$ cat src/rtl/envelope_trigger.sv
// envelope_trigger
//
// Per-channel windowed peak-to-peak detector with a hysteresis comparator
// and an edge-triggered, holdoff-limited trigger pulse.
//
// Each channel's sample stream is split into non-overlapping windows of
// WINDOW samples. The window's (max - min) is reported on the p2p_* outputs.
// That amplitude drives a per-channel Schmitt comparator. Selected edges of
// the comparator produce a one-cycle trigger.
//
// Ports:
//   clk             rising-edge clock
//   rst_n           asynchronous active-low reset
//   axiiv           sample valid (no backpressure)
//   axiid           signed sample, WIDTH bits
//   axiic           channel index of the sample, CW bits
//   low_threshold   unsigned, comparator clears when p2p is below it
//   high_threshold  unsigned, comparator sets when p2p is above it
//   edge_mode       00 falling, 01 rising, 10 both, 11 none
//   p2p_valid       one-cycle strobe, window result ready
//   p2p_data        unsigned peak-to-peak of the completed window
//   p2p_channel     channel of p2p_data
//   triggered       one-cycle trigger pulse
//   trigger_channel channel that triggered
//   state           per-channel comparator state
module envelope_trigger #(
    parameter int WIDTH    = 8,
    parameter int WINDOW   = 500,
    parameter int CHANNELS = 1,
    parameter int HOLDOFF  = 0,
    localparam int CW      = (CHANNELS > 1) ? $clog2(CHANNELS) : 1
) (
    input  logic                clk,
    input  logic                rst_n,
    input  logic                axiiv,
    input  logic [WIDTH-1:0]    axiid,
    input  logic [CW-1:0]       axiic,
    input  logic [WIDTH:0]      low_threshold,
    input  logic [WIDTH:0]      high_threshold,
    input  logic [1:0]          edge_mode,
    output logic                p2p_valid,
    output logic [WIDTH:0]      p2p_data,
    output logic [CW-1:0]       p2p_channel,
    output logic                triggered,
    output logic [CW-1:0]       trigger_channel,
    output logic [CHANNELS-1:0] state
);

    localparam int CNTW = $clog2(WINDOW);
    localparam int HW   = (HOLDOFF > 0) ? $clog2(HOLDOFF + 1) : 1;

    localparam logic [CNTW-1:0]         CNT_LAST  = CNTW'(WINDOW - 1);
    localparam logic [HW-1:0]           HOLD_LOAD = HW'(HOLDOFF);
    localparam logic [CW:0]             CH_LIMIT  = (CW + 1)'(CHANNELS);
    // Running min starts at the most positive value and running max at the
    // most negative, so the first sample of a window always replaces both.
    localparam logic signed [WIDTH-1:0] MIN_INIT  = {1'b0, {(WIDTH - 1){1'b1}}};
    localparam logic signed [WIDTH-1:0] MAX_INIT  = {1'b1, {(WIDTH - 1){1'b0}}};

    // Per-channel state
    logic [CNTW-1:0]         cnt_reg  [CHANNELS];
    logic signed [WIDTH-1:0] min_reg  [CHANNELS];
    logic signed [WIDTH-1:0] max_reg  [CHANNELS];
    logic [HW-1:0]           hold_reg [CHANNELS];
    logic [CHANNELS-1:0]     state_reg;

    // Output registers
    logic                    p2p_valid_reg;
    logic [WIDTH:0]          p2p_data_reg;
    logic [CW-1:0]           p2p_channel_reg;
    logic                    triggered_reg;
    logic [CW-1:0]           trigger_channel_reg;

    // Datapath for the channel addressed this cycle
    logic                    sample_ok;
    logic signed [WIDTH-1:0] sample_s;
    logic [CNTW-1:0]         cur_cnt;
    logic signed [WIDTH-1:0] cur_min;
    logic signed [WIDTH-1:0] cur_max;
    logic [HW-1:0]           cur_hold;
    logic                    cur_state;
    logic signed [WIDTH-1:0] min_next;
    logic signed [WIDTH-1:0] max_next;
    logic                    win_done;
    logic [WIDTH:0]          p2p_next;
    logic                    state_next;
    logic                    edge_ok;
    logic                    fire;
    logic [HW-1:0]           hold_next;

    assign sample_ok = axiiv && ({1'b0, axiic} < CH_LIMIT);
    assign sample_s  = signed'(axiid);

    always_comb begin
        cur_cnt    = '0;
        cur_min    = MIN_INIT;
        cur_max    = MAX_INIT;
        cur_hold   = '0;
        cur_state  = 1'b0;
        min_next   = MIN_INIT;
        max_next   = MAX_INIT;
        win_done   = 1'b0;
        p2p_next   = '0;
        state_next = 1'b0;
        edge_ok    = 1'b0;
        fire       = 1'b0;
        hold_next  = '0;

        if (sample_ok) begin
            cur_cnt   = cnt_reg[axiic];
            cur_min   = min_reg[axiic];
            cur_max   = max_reg[axiic];
            cur_hold  = hold_reg[axiic];
            cur_state = state_reg[axiic];
        end

        min_next = (sample_s < cur_min) ? sample_s : cur_min;
        max_next = (sample_s > cur_max) ? sample_s : cur_max;
        win_done = sample_ok && (cur_cnt == CNT_LAST);

        // Sign-extend to WIDTH+1 bits: the difference of two WIDTH-bit
        // signed values with max >= min always fits as an unsigned result.
        p2p_next = {max_next[WIDTH-1], max_next} - {min_next[WIDTH-1], min_next};

        // Low check first so it wins when the thresholds are inverted.
        if (p2p_next < low_threshold) begin
            state_next = 1'b0;
        end else if (p2p_next > high_threshold) begin
            state_next = 1'b1;
        end else begin
            state_next = cur_state;
        end

        case (edge_mode)
            2'b00:   edge_ok = cur_state & ~state_next;
            2'b01:   edge_ok = ~cur_state & state_next;
            2'b10:   edge_ok = cur_state ^ state_next;
            default: edge_ok = 1'b0;
        endcase

        fire = win_done && edge_ok && (cur_hold == '0);

        // Holdoff only counts down on completions that do not trigger.
        if (fire) begin
            hold_next = HOLD_LOAD;
        end else if (cur_hold != '0) begin
            hold_next = cur_hold - 1'b1;
        end else begin
            hold_next = '0;
        end
    end

    always_ff @(posedge clk or negedge rst_n) begin
        if (!rst_n) begin
            for (int i = 0; i < CHANNELS; i++) begin
                cnt_reg[i]  <= '0;
                min_reg[i]  <= MIN_INIT;
                max_reg[i]  <= MAX_INIT;
                hold_reg[i] <= '0;
            end
            state_reg           <= '0;
            p2p_valid_reg       <= 1'b0;
            p2p_data_reg        <= '0;
            p2p_channel_reg     <= '0;
            triggered_reg       <= 1'b0;
            trigger_channel_reg <= '0;
        end else begin
            p2p_valid_reg <= win_done;
            triggered_reg <= fire;
            if (win_done) begin
                p2p_data_reg    <= p2p_next;
                p2p_channel_reg <= axiic;
            end
            if (fire) begin
                trigger_channel_reg <= axiic;
            end
            if (sample_ok) begin
                if (win_done) begin
                    cnt_reg[axiic]   <= '0;
                    min_reg[axiic]   <= MIN_INIT;
                    max_reg[axiic]   <= MAX_INIT;
                    hold_reg[axiic]  <= hold_next;
                    state_reg[axiic] <= state_next;
                end else begin
                    cnt_reg[axiic] <= cur_cnt + 1'b1;
                    min_reg[axiic] <= min_next;
                    max_reg[axiic] <= max_next;
                end
            end
        end
    end

    assign p2p_valid       = p2p_valid_reg;
    assign p2p_data        = p2p_data_reg;
    assign p2p_channel     = p2p_channel_reg;
    assign triggered       = triggered_reg;
    assign trigger_channel = trigger_channel_reg;
    assign state           = state_reg;

endmodule

$ cat config.mk
export PLATFORM = sky130hd
export DESIGN_NAME = envelope_trigger
export DESIGN_NICKNAME = d
export VERILOG_FILES = /design/src/rtl/envelope_trigger.sv
export SDC_FILE = /design/constraint.sdc
export NUM_CORES = 1
export LEC_CHECK = 0
export BUFFER_PORTS_ARGS = -buffer_cell sky130_fd_sc_hd__buf_2
export CORE_ASPECT_RATIO = 1.1
export CORE_MARGIN = 5
export CORE_UTILIZATION = 30
export DETAILED_ROUTE_END_ITERATION = 7
export HOLD_SLACK_MARGIN = 0.02
export PLACE_DENSITY = 0.46
export SLEW_MARGIN = 20
export SYNTH_ARGS = -nofsm -noshare
export SYNTH_HDL_FRONTEND = slang
export SYNTH_SLANG_ARGS = --single-unit
export TNS_END_PERCENT = 50
$ cat constraint.sdc
create_clock -name clk -period 7 [get_ports clk]
set_input_delay 0.35 -clock clk [delete_from_list [all_inputs] [get_ports clk]]
set_output_delay 0.35 -clock clk [all_outputs]
set_load 0.01 [all_outputs]
=== After elaboration in Yosys (flattened, before gate mapping) ===
Cells that the tools add are included.

* Word-level logic and storage cells: 72
* Input bits: 32
* Latch bits: 0
* Memory bits (read-only): 0
* Register bits: 40
* Memories: 0
* Bits in writable memories: 0

* Equality and inequality tests: 3
* $add $sub $neg: 3
* Shift operators: 0
* Reduce and logical (&&, ||, !) cells: 7
* Bitwise gates (word level): 14
* Multipliers: 0
* Magnitude comparators: 7
* Muxes and demuxes: 28
* Div/mod/pow operators: 0

{| class="wikitable"
|+ Operators by type and width
! cell !! number
|-
| $mux 8 || 9
|-
| $mux 9 || 4
|-
| $bwmux 8 || 2
|-
| $add 9x1->9 const B || 1
|-
| $and 9x9->9 || 1
|-
| $bwmux 9 || 1
|-
| $eq 9x9->1 const B || 1
|-
| $gt 9x9->1 || 1
|-
| $lt 9x9->1 || 1
|-
| $mux 1 || 9
|-
| $not 9->9 || 1
|-
| $sub 8x8->9 || 1
|-
| $gt 8x8->1 || 1
|-
| $lt 8x8->1 || 1
|-
| $and 7x7->7 || 1
|-
| $not 7->7 || 1
|-
| $or 7x7->7 || 1
|-
| $logic_and 1x1->1 || 5
|-
| $not 1->1 || 4
|-
| $and 1x1->1 || 3
|-
| $pmux 1 s3 || 1
|-
| $bwmux 1 || 2
|-
| $eq 2x1->1 const B || 1
|-
| $eq 2x2->1 const B || 1
|-
| other kinds (7) || 8
|}

=== Depth between registers and ports, before layout ===
Gate-level depths: netlist (run 1).

* Depth after elaboration: 16
* Gate-level depth with buffers: 32
* Depth with buffers taken out: 30

=== Least setup slack after synthesis (run 1) ===
Ideal clock, no wire load.

* Path kind: in2reg
* From: in axiic
* To: reg trigger_channel_reg, in the netlist trigger_channel
* Data arrival time: 5.426 ns
* Path buffers: 3
* Required time: 6.880 ns
* Setup slack: 1.455 ns
* Setup time: 0.120 ns
* Cell stages on the path: 31
* Path through: nand2b_1 > clkbuf_1 > clkbuf_1 > nor2_1 > ha_1 > o21a_1 > o2111ai_1 > a2bb2oi_4 > buf_1 > a21oi_1 > ha_1 > fa_1 > inv_1 > nand2_1 > o211ai_2 > mux2i_1 > nor3_1 > ha_1 > nand4_1 > nor2_1 > nand4_1 > nand2_1 > a21oi_1 > o21ai_0 > ha_1 > nor2_1 > a21oi_1 > nor2_1 > a31oi_1 > nor2_1 > nor2b_1

* Cells in the longest elaborated chain, start to end: 14
* Elaborated cells on any way between the ends: 27
* Classes of those cells: 1 x add/sub; 5 x order compare; 1 x eq/ne; 10 x mux; 6 x bitwise; 4 x reduce/logical

{| class="wikitable"
|+ RTL lines
! what !! RTL line !! text
|-
| from (decl) || 37 || <nowiki>input logic [CW-1:0] axiic,</nowiki>
|-
| $lt 1x1->1 * || 91 || <nowiki>assign sample_ok = axiiv && ({1'b0, axiic} < CH_LIMIT);</nowiki>
|-
| $logic_and 1x1->1 * || 91 ||
|-
| $mux 8 || 109 || <nowiki>if (sample_ok) begin</nowiki>
|-
| $gt 8x8->1 or $lt 8x8->1 (tied branches) || 118, 117 ||
|-
| $mux 8, on equally long branches || 118, 117 ||
|-
| $sub 8x8->9 * || 123 || <nowiki>p2p_next = {max_next[WIDTH-1], max_next} - {min_next[WIDTH-1], min_next};</nowiki>
|-
| via p2p_next[6] || 85 || <nowiki>logic [WIDTH:0] p2p_next;</nowiki>
|-
| $gt 9x9->1 || 128 || <nowiki>end else if (p2p_next > high_threshold) begin</nowiki>
|-
| $mux 1 || 128 ||
|-
| $mux 1 * || 126 || <nowiki>if (p2p_next < low_threshold) begin</nowiki>
|-
| $not 1->1 || 135 || <nowiki>2'b00: edge_ok = cur_state & ~state_next;</nowiki>
|-
| $and 1x1->1 || 135 ||
|-
| $pmux 1 s3 * || 134 || <nowiki>case (edge_mode)</nowiki>
|-
| $logic_and 1x1->1 * (2 in series) || 141 || <nowiki>fire = win_done && edge_ok && (cur_hold == '0);</nowiki>
|-
| via fire || 88 || <nowiki>logic fire;</nowiki>
|-
| to (signal assigned) || 175 || <nowiki>trigger_channel_reg <= axiic;</nowiki>
|-
| to (decl) || 72 || <nowiki>logic [CW-1:0] trigger_channel_reg;</nowiki>
|}

The timed path passes the listed nets; every way through them passes the cells marked *.
A chain may end at the register's enable or synchronous reset.

=== Final worst setup path (run 1) ===
Same ends and word-level chain as after synthesis.

==> metrics.log, run 1 <==
INFO  metric vias = 2631
INFO  metric post_cts_hold_buffer_count = 0
INFO  metric clock_path_buffers = 2
INFO  metric detailed_place_hpwl = 6.372 mm
INFO  metric async_flop_share = 1.000
INFO  metric seq_power_share = 0.320
INFO  metric synth-edff-count = 0
INFO  metric timing.final.setup_violations = 0
INFO  metric swShare = 0.3389
INFO  metric synthesis.area = 3197 sq um
INFO  metric worst-path-max-fanout = 21
INFO  metric critical_path_arrival = 5960 ps
INFO  metric placement.setup.worst_slack = 872.1 ps
INFO  metric wl_per_cell = 14.41 um
INFO  metric antennaDiodeCount = 0
INFO  metric routed_via_density = 4.775
INFO  metric drt_wl_total = 7.942 mm
INFO  metric netlist_top_cells_area = dfrtp_1 (24%), ha_1 (17%), dfstp_2 (6.6%)
INFO  metric row_count = 39
INFO  metric syn_to_final_growth = 16.79%
INFO  metric synthDistinctLibCells = 63
INFO  metric tightestPinTransition = 900.0 ps
INFO  metric rsz0062_at_grt = false
INFO  metric clkSlewWorstSetupHoldPaths = 60 ps
INFO  metric combPwrFrac = 0.363
INFO  metric cts_buffers = 5
INFO  metric place.port_buffers = 45
INFO  metric power-per-cell-area = 222.2 nW/um^2
INFO  metric synthesis.nets = 439
INFO  metric yosysTopAreaCellShare = 0.2427
INFO  metric placeable_core_region = 10390 sq um
INFO  metric vdd.ir_drop.worst = 115.0 uV
INFO  metric timing.slew.headroom = 0.4000
INFO  metric critical_path.slowest_cell = nand2b_1
INFO  metric critical-path-max-stage-delay = 500 ps
INFO  metric timing.clock.skew = 8.528 ps
INFO  metric critPathMostFrequentCell = nor2_1
INFO  metric run_status = finished clean
INFO  metric dieHeight = 118.3 um
INFO  metric fraction_of_final_layout_cells_sized_beyond_drive_strength_1 = 0.2230
INFO  metric worst_ep_required = 7180 ps
INFO  metric detail_route.iter0.violations = 75
INFO  metric yosysTopAreaCell = dfrtp_1
INFO  metric htreeDepth = 2
INFO  metric switching_power = 281.1 uW
INFO  metric drc = 0
INFO  metric place.gp.congestion = 0.8082
INFO  metric layout_min_cycle_time = 5788 ps
INFO  metric worst_hold_path_type = in2async
INFO  metric max_freq = 172.8 MHz
INFO  metric synthFlopType = dfrtp_1
INFO  metric finalSetupTns = 0 ps
INFO  metric grt_overflow_total = 0
INFO  metric initial_utilization = 0.3076
INFO  metric boundaryPins = 46
INFO  metric share_clk_of_total_power = 0.317
INFO  metric clockRootBuffer = clkbuf_16
INFO  metric number_of_max_capacitance_violations_reported = 0
INFO  metric layout.nets = 483
INFO  metric synth.ff_latch_count = 39
INFO  metric grt_util_all_layers = 0.1315
INFO  metric die_w = 108.4 um
INFO  metric p_int = 548.4 uW
INFO  metric clock_latency = 280 ps
INFO  metric gate_count_post_synth = 363
INFO  metric slew_viol_final = 0
INFO  metric setup_ws = 1212 ps
INFO  metric grt_first_pass_wirelength = 13.59 mm
INFO  metric pin_count_of_the_biggest_net_entering_global_routing = 40
INFO  metric dieArea = 12820 sq um
INFO  metric worst_setup_path_end_kind = flip-flop
INFO  metric firstDrtPassIters = 4
INFO  metric numClockSinks = 39
INFO  metric tritoncts = built
INFO  metric power.static_leakage = 1.908 nW
INFO  metric fillCellCount = 1091
INFO  metric cts_post_setup_buffers_inserted = 0
INFO  metric first_global_vias = 2727
INFO  metric startpoint_type = input pin
INFO  metric avgSynthCellArea = 8.807 sq um
INFO  metric timing_hold_violations_final = 0
INFO  metric synth_sequential_area_ratio = 0.3084
INFO  metric antenna_found_initial = 0
INFO  metric ys.warnings.count = 0
INFO  metric antenna_violating_nets_post_route = 0
INFO  metric cts_resized = 0
INFO  metric criticalPathCategory = in2reg
INFO  metric period_share = 0.8268
[cells in the mapped netlist (all sizes together), types with 6 or more instances]
master   n
a21oi   22
and2     6
clkbuf   8
dfrtp   31
dfstp    8
ha      43
inv     35
mux2     9
nand2   36
nand4    6
nor2    45
nor3     8
o21ai   20
xor2     7
[worst max-delay path, delay by kind of cell]
kind	cells	cell delay, ps
compound gates	9	1730
mux	1	290
buf+inv	2	220
simple gates	12	1780
fa+ha+maj	5	1560
[cells in the final DEF (no fill, tap or decap), drive strengths merged, types with 2 or more instances in the layout]
master / Yosys / routed
buf: 3 / 48
nor2: 45 / 45
ha: 43 / 43
nand2: 36 / 36
inv: 35 / 35
dfrtp: 31 / 31
a21oi: 22 / 22
o21ai: 20 / 20
mux2: 9 / 9
nor3: 8 / 8
dfstp: 8 / 8
xor2: 7 / 7
and2: 6 / 6
nand4: 6 / 6
xnor2: 5 / 5
a22o: 5 / 5
clkbuf: 8 / 5
o211ai: 5 / 5
a21o: 5 / 5
and3: 5 / 5
o21a: 4 / 4
nor2b: 4 / 4
or2: 4 / 4
mux2i: 3 / 3
a211oi: 3 / 3
clkinv: 1 / 3
nand2b: 2 / 2
a211o: 2 / 2
a31oi: 2 / 2
nand3: 2 / 2
a2111oi: 2 / 2
or3: 2 / 2
a221o: 2 / 2
[power groups by stage]
stage	clock network, mW	registers (mW)	logic, mW
after floorplan	0	0.265	0.226
after global placement	0	0.269	0.303
after detailed placement	0	0.268	0.305
after CTS	0.273	0.265	0.306
after global routing	0.282	0.269	0.347
final	0.263	0.265	0.301
[layer usage]
metal / routed length [um] / GRT usage / share of wire / up-vias
li1: - / - / - / 1361
met1: 3586 / 0.1690 / 0.45 / 1225
met2: 4046 / 0.2249 / 0.51 / 34
met3: 171 / 0.02563 / 0.022 / 11
met4: 137 / 0.03315 / 0.017 / 0
met5: 0 / 0 / 0 / -
[path summary, 6_finish.rpt]
path,start,to,slack [ps],cells past startpoint
worst max register to register,min_reg[4],trigger_channel,1640,27
worst min register to register,max_reg[0],max_reg[0],490,2
worst min-delay path,rst_n,p2p_channel,190,1
max in group asynchronous,rst_n,max_reg[4],6240,1
worst max-delay path,axiic,trigger_channel,1210,29
min in group clk,edge_mode[0],triggered,370,3
[cell families (layout without fill, tap and decap cells)]
logic type               count (synthesis)  count (layout)  synth area share
AND/OR/NAND/NOR                        124             124            0.1871
AO/OA/AOI/OAI                           85              85            0.1953
buffers and inverters                   47              92           0.06067
adder cells (fa/ha/maj)                 44              44            0.1746
flip-flops                              39              39            0.3084
XOR/XNOR                                12              12           0.03288
multiplexers                            12              12           0.04110
[through the flow]
| step | cell area [sq um] | instances | total power, mW | hold WS (ps) | utilization |
|---|---|---|---|---|---|
| after detailed placement | 3565 | 543 | 0.5732 | 469.2 | 0.3430 |
| after floorplan | 3197 | 363 | 0.4906 | 54.41 | - |
| after global placement | 3565 | 543 | 0.5717 | 459.8 | 0.3430 |
| after global routing | 3734 | 551 | 0.8984 | 274.9 | 0.3592 |
| after CTS | 3734 | 551 | 0.8443 | 230.1 | 0.3592 |
| final | 3734 | 551 | 0.8295 | 189.1 | 0.3592 |
[final cells by class]
cell class,instances,area (sq um),share of cell area
Clock buffer,5,125.1,0.03351
Multi-Input combinational cell,277,2017,0.5402
Inverter,36,135.1,0.03619
Tap cell,143,178.9,0.04792
Clock inverter,3,43.79,0.01173
Sequential cell,39,985.9,0.2641
Timing Repair Buffer,48,247.7,0.06635
No activity file was read; power rests on OpenSTA's default activity.
==> run 2: changes to the inputs <==
==> constraint.sdc (replaced) <==
create_clock -name clk -period 6.1 [get_ports clk]
set_input_delay 0.305 -clock clk [delete_from_list [all_inputs] [get_ports clk]]
set_output_delay 0.305 -clock clk [all_outputs]
set_load 0.01 [all_outputs]
==> run 2 against run 1 <==
Net effect:
- core utilization up 0.18 points
- die area unchanged
- combinational power rose by 16%
- worst hold slack got worse by 37 ps
- non-clock buffer count increased by 2
- sequential cell count stayed put
- design area rose by 0.50%
- worst setup slack lost 580 ps
- critical path depth increased by 1
- sequential share of layout area is 0.13 points lower
- critical endpoint unchanged
==> metrics.log, run 2 (same netlist as run 1, synthesis figures left out) <==
INFO  metric run_status = finished clean
INFO  metric place.port_buffers = 45 (unchanged)
INFO  metric firstDrtPassIters = 4 (unchanged)
INFO  metric vias = 2662 (+1.2%)
INFO  metric cp-endpoint = trigger_channel
INFO  metric timing.final.setup_violations = 0 (unchanged)
INFO  metric critPathMostFrequentCell = nor2_1
INFO  metric htreeDepth = 2 (unchanged)
INFO  metric period_share = 0.8966
INFO  metric worstReg2RegEnd = trigger_channel
INFO  metric worst_setup_path_end_kind = flip-flop
INFO  metric numClockSinks = 39 (unchanged)
INFO  metric row_count = 39 (unchanged)
INFO  metric max_freq = 182.8 MHz
INFO  metric boundaryPins = 46 (unchanged)
INFO  metric detailed_place_hpwl = 6.423 mm (+0.79%)
INFO  metric timing.slew.headroom = 0.3966 (-0.003392)
INFO  metric wl_per_cell = 14.65 um (+1.6%)
INFO  metric dieHeight = 118.3 um (unchanged)
INFO  metric pin_count_of_the_biggest_net_entering_global_routing = 40 (unchanged)
INFO  metric worst_r2r_path_depth = 27 (unchanged)
INFO  metric syn_to_final_growth = 17.38%
INFO  metric startpoint_type = input pin
INFO  metric switching_power = 325.5 uW (+16%)
INFO  metric power.static_leakage = 1.918 nW (+0.53%)
INFO  metric antenna_violating_nets_post_route = 0 (unchanged)
INFO  metric dieArea = 12820 sq um (unchanged)
INFO  metric seq_power_share = 0.318 (-0.002)
INFO  metric swShare = 0.3393 (+0.0004638)
INFO  metric grt_util_all_layers = 0.1297 (-0.001814)
INFO  metric cts_post_setup_buffers_inserted = 0 (unchanged)
INFO  metric worst_hold_path_type = in2async
INFO  metric routed_via_density = 4.814 (+0.81%)
INFO  metric layout.nets = 485 (+0.41%)
INFO  metric critical-path-max-stage-delay = 420 ps (-80 ps)
INFO  metric cts_buffers = 5 (unchanged)
INFO  metric tritoncts = built
INFO  metric share_clk_of_total_power = 0.318 (about the same)
INFO  metric tightestPinTransition = 905.1 ps (+5.087 ps)
INFO  metric finalSetupTns = 0 ps (unchanged)
INFO  metric slew_viol_final = 0 (unchanged)
INFO  metric layout_min_cycle_time = 5469 ps
INFO  metric mostFrequentLayoutCells = nor2_1 (45), buf_2 (45), ha_1 (43)
INFO  metric hold_ws = 152.6 ps (-36.53 ps)
INFO  metric critical_path_arrival = 5640 ps (-320 ps)
INFO  metric initial_utilization = 0.3076 (unchanged)
INFO  metric worst_ep_required = 6270 ps (-910 ps)
INFO  metric antenna_found_initial = 0 (unchanged)
INFO  metric timing.clock.skew = 3.886 ps (-4.642 ps)
INFO  metric clock_path_buffers = 2 (unchanged)
INFO  metric p_int = 633.7 uW (+16%)
INFO  metric drt_wl_total = 8.101 mm (+2.0%)
INFO  metric die_w = 108.4 um (unchanged)
INFO  metric timing_hold_violations_final = 0 (unchanged)
INFO  metric worst_setup_path_startpoint = axiic
INFO  metric vdd.ir_drop.worst = 118.6 uV (+3.2%)
INFO  metric detail_route.iter0.violations = 99 (+32%)
INFO  metric fraction_of_final_layout_cells_sized_beyond_drive_strength_1 = 0.2268 (+0.003790)
INFO  metric cts_resized = 0 (unchanged)
INFO  metric place.gp.congestion = 0.8147 (+0.80%)
INFO  metric post_cts_hold_buffer_count = 0 (unchanged)
INFO  metric number_of_max_capacitance_violations_reported = 0 (unchanged)
INFO  metric criticalPathCategory = in2reg
INFO  metric first_global_vias = 2733 (+0.22%)
INFO  metric rsz0062_at_grt = false
INFO  metric drc = 0 (unchanged)
INFO  metric antennaDiodeCount = 0 (unchanged)
INFO  metric clock_latency = 280 ps (about the same)
INFO  metric grt_overflow_total = 0 (unchanged)
INFO  metric r2r_setup_slack = 770 ps (-870 ps)
INFO  metric placeable_core_region = 10390 sq um (unchanged)
INFO  metric power-per-cell-area = 255.6 nW/um^2 (+15%)
INFO  metric critical_path.slowest_cell = a2bb2oi_4
INFO  metric combPwrFrac = 0.365 (+0.002)
INFO  metric worst-path-max-fanout = 17 (-19%)
INFO  metric clockRootBuffer = clkbuf_16
INFO  metric grt_first_pass_wirelength = 13.23 mm (-2.7%)
INFO  metric regToRegStartpoint = min_reg[4]
INFO  metric clkSlewWorstSetupHoldPaths = 60 ps (about the same)
-- run 2: layout make-up --
| type | instances | area (sq um) |
|---|---|---|
| clock buffer | 5 | 125.1 |
| timing repair buffer | 50 | 262.8 |
| sequential | 39 | 985.9 |
| tap | 143 | 178.9 |
| clock inverter | 3 | 47.55 |
| fill | 1070 | 6641 |
| inverter | 36 | 135.1 |
| multi-input combinational | 277 | 2017 |
-- run 2: power groups by stage --
stage	Sequential, mW	Clock [mW]	Combinational (mW)
after floorplan	0.304	0	0.259
after CTS	0.305	0.315	0.354
after global placement	0.309	0	0.348
after global routing	0.309	0.327	0.399
after detailed placement	0.309	0	0.351
final	0.305	0.305	0.350
-- run 2: metal layers --
layer	part of all wire	vias to the layer above	track usage
met1	0.45	1241	0.1581
met3	0.023	13	0.01908
met2	0.51	40	0.2330
li1	-	1368	-
met5	0	-	0
met4	0.020	0	0.03867
-- run 2: worst min path at each step --
| stage | startpoint | end | depth (start not counted) |
|---|---|---|---|
| CTS | rst_n | p2p_valid | 1 |
| global placement | p2p_data[0] | p2p_data[0] | 2 |
| detailed placement | p2p_data[0] | p2p_data[0] | 2 |
| finish | rst_n | p2p_channel | 1 |
| global route | rst_n | p2p_channel | 1 |
| floorplan | rst_n | cnt_reg[0] | 0 |
-- run 2: stage by stage --
step / area (sq um) / utilization / total power, mW / setup WS [ps] / cells
detailed placement: 3580 / 0.3444 / 0.6597 / 326.6 / 545
CTS: 3752 / 0.3610 / 0.9738 / 615.1 / 553
finish: 3752 / 0.3610 / 0.9592 / 630.9 / 553
floorplan: 3197 / - / 0.5630 / 599.5 / 363
global placement: 3580 / 0.3444 / 0.6578 / 456.5 / 545
global route: 3752 / 0.3610 / 1.034 / 139.6 / 553
-- run 2: critical path, delay by kind of cell --
kind                     cells  cell delay (ps)
AND/OR/NAND/NOR             13             1530
adder cells (fa/ha/maj)      5             1530
AO/OA/AOI/OAI                8             1460
buffers and inverters        3              480
multiplexers                 1              290
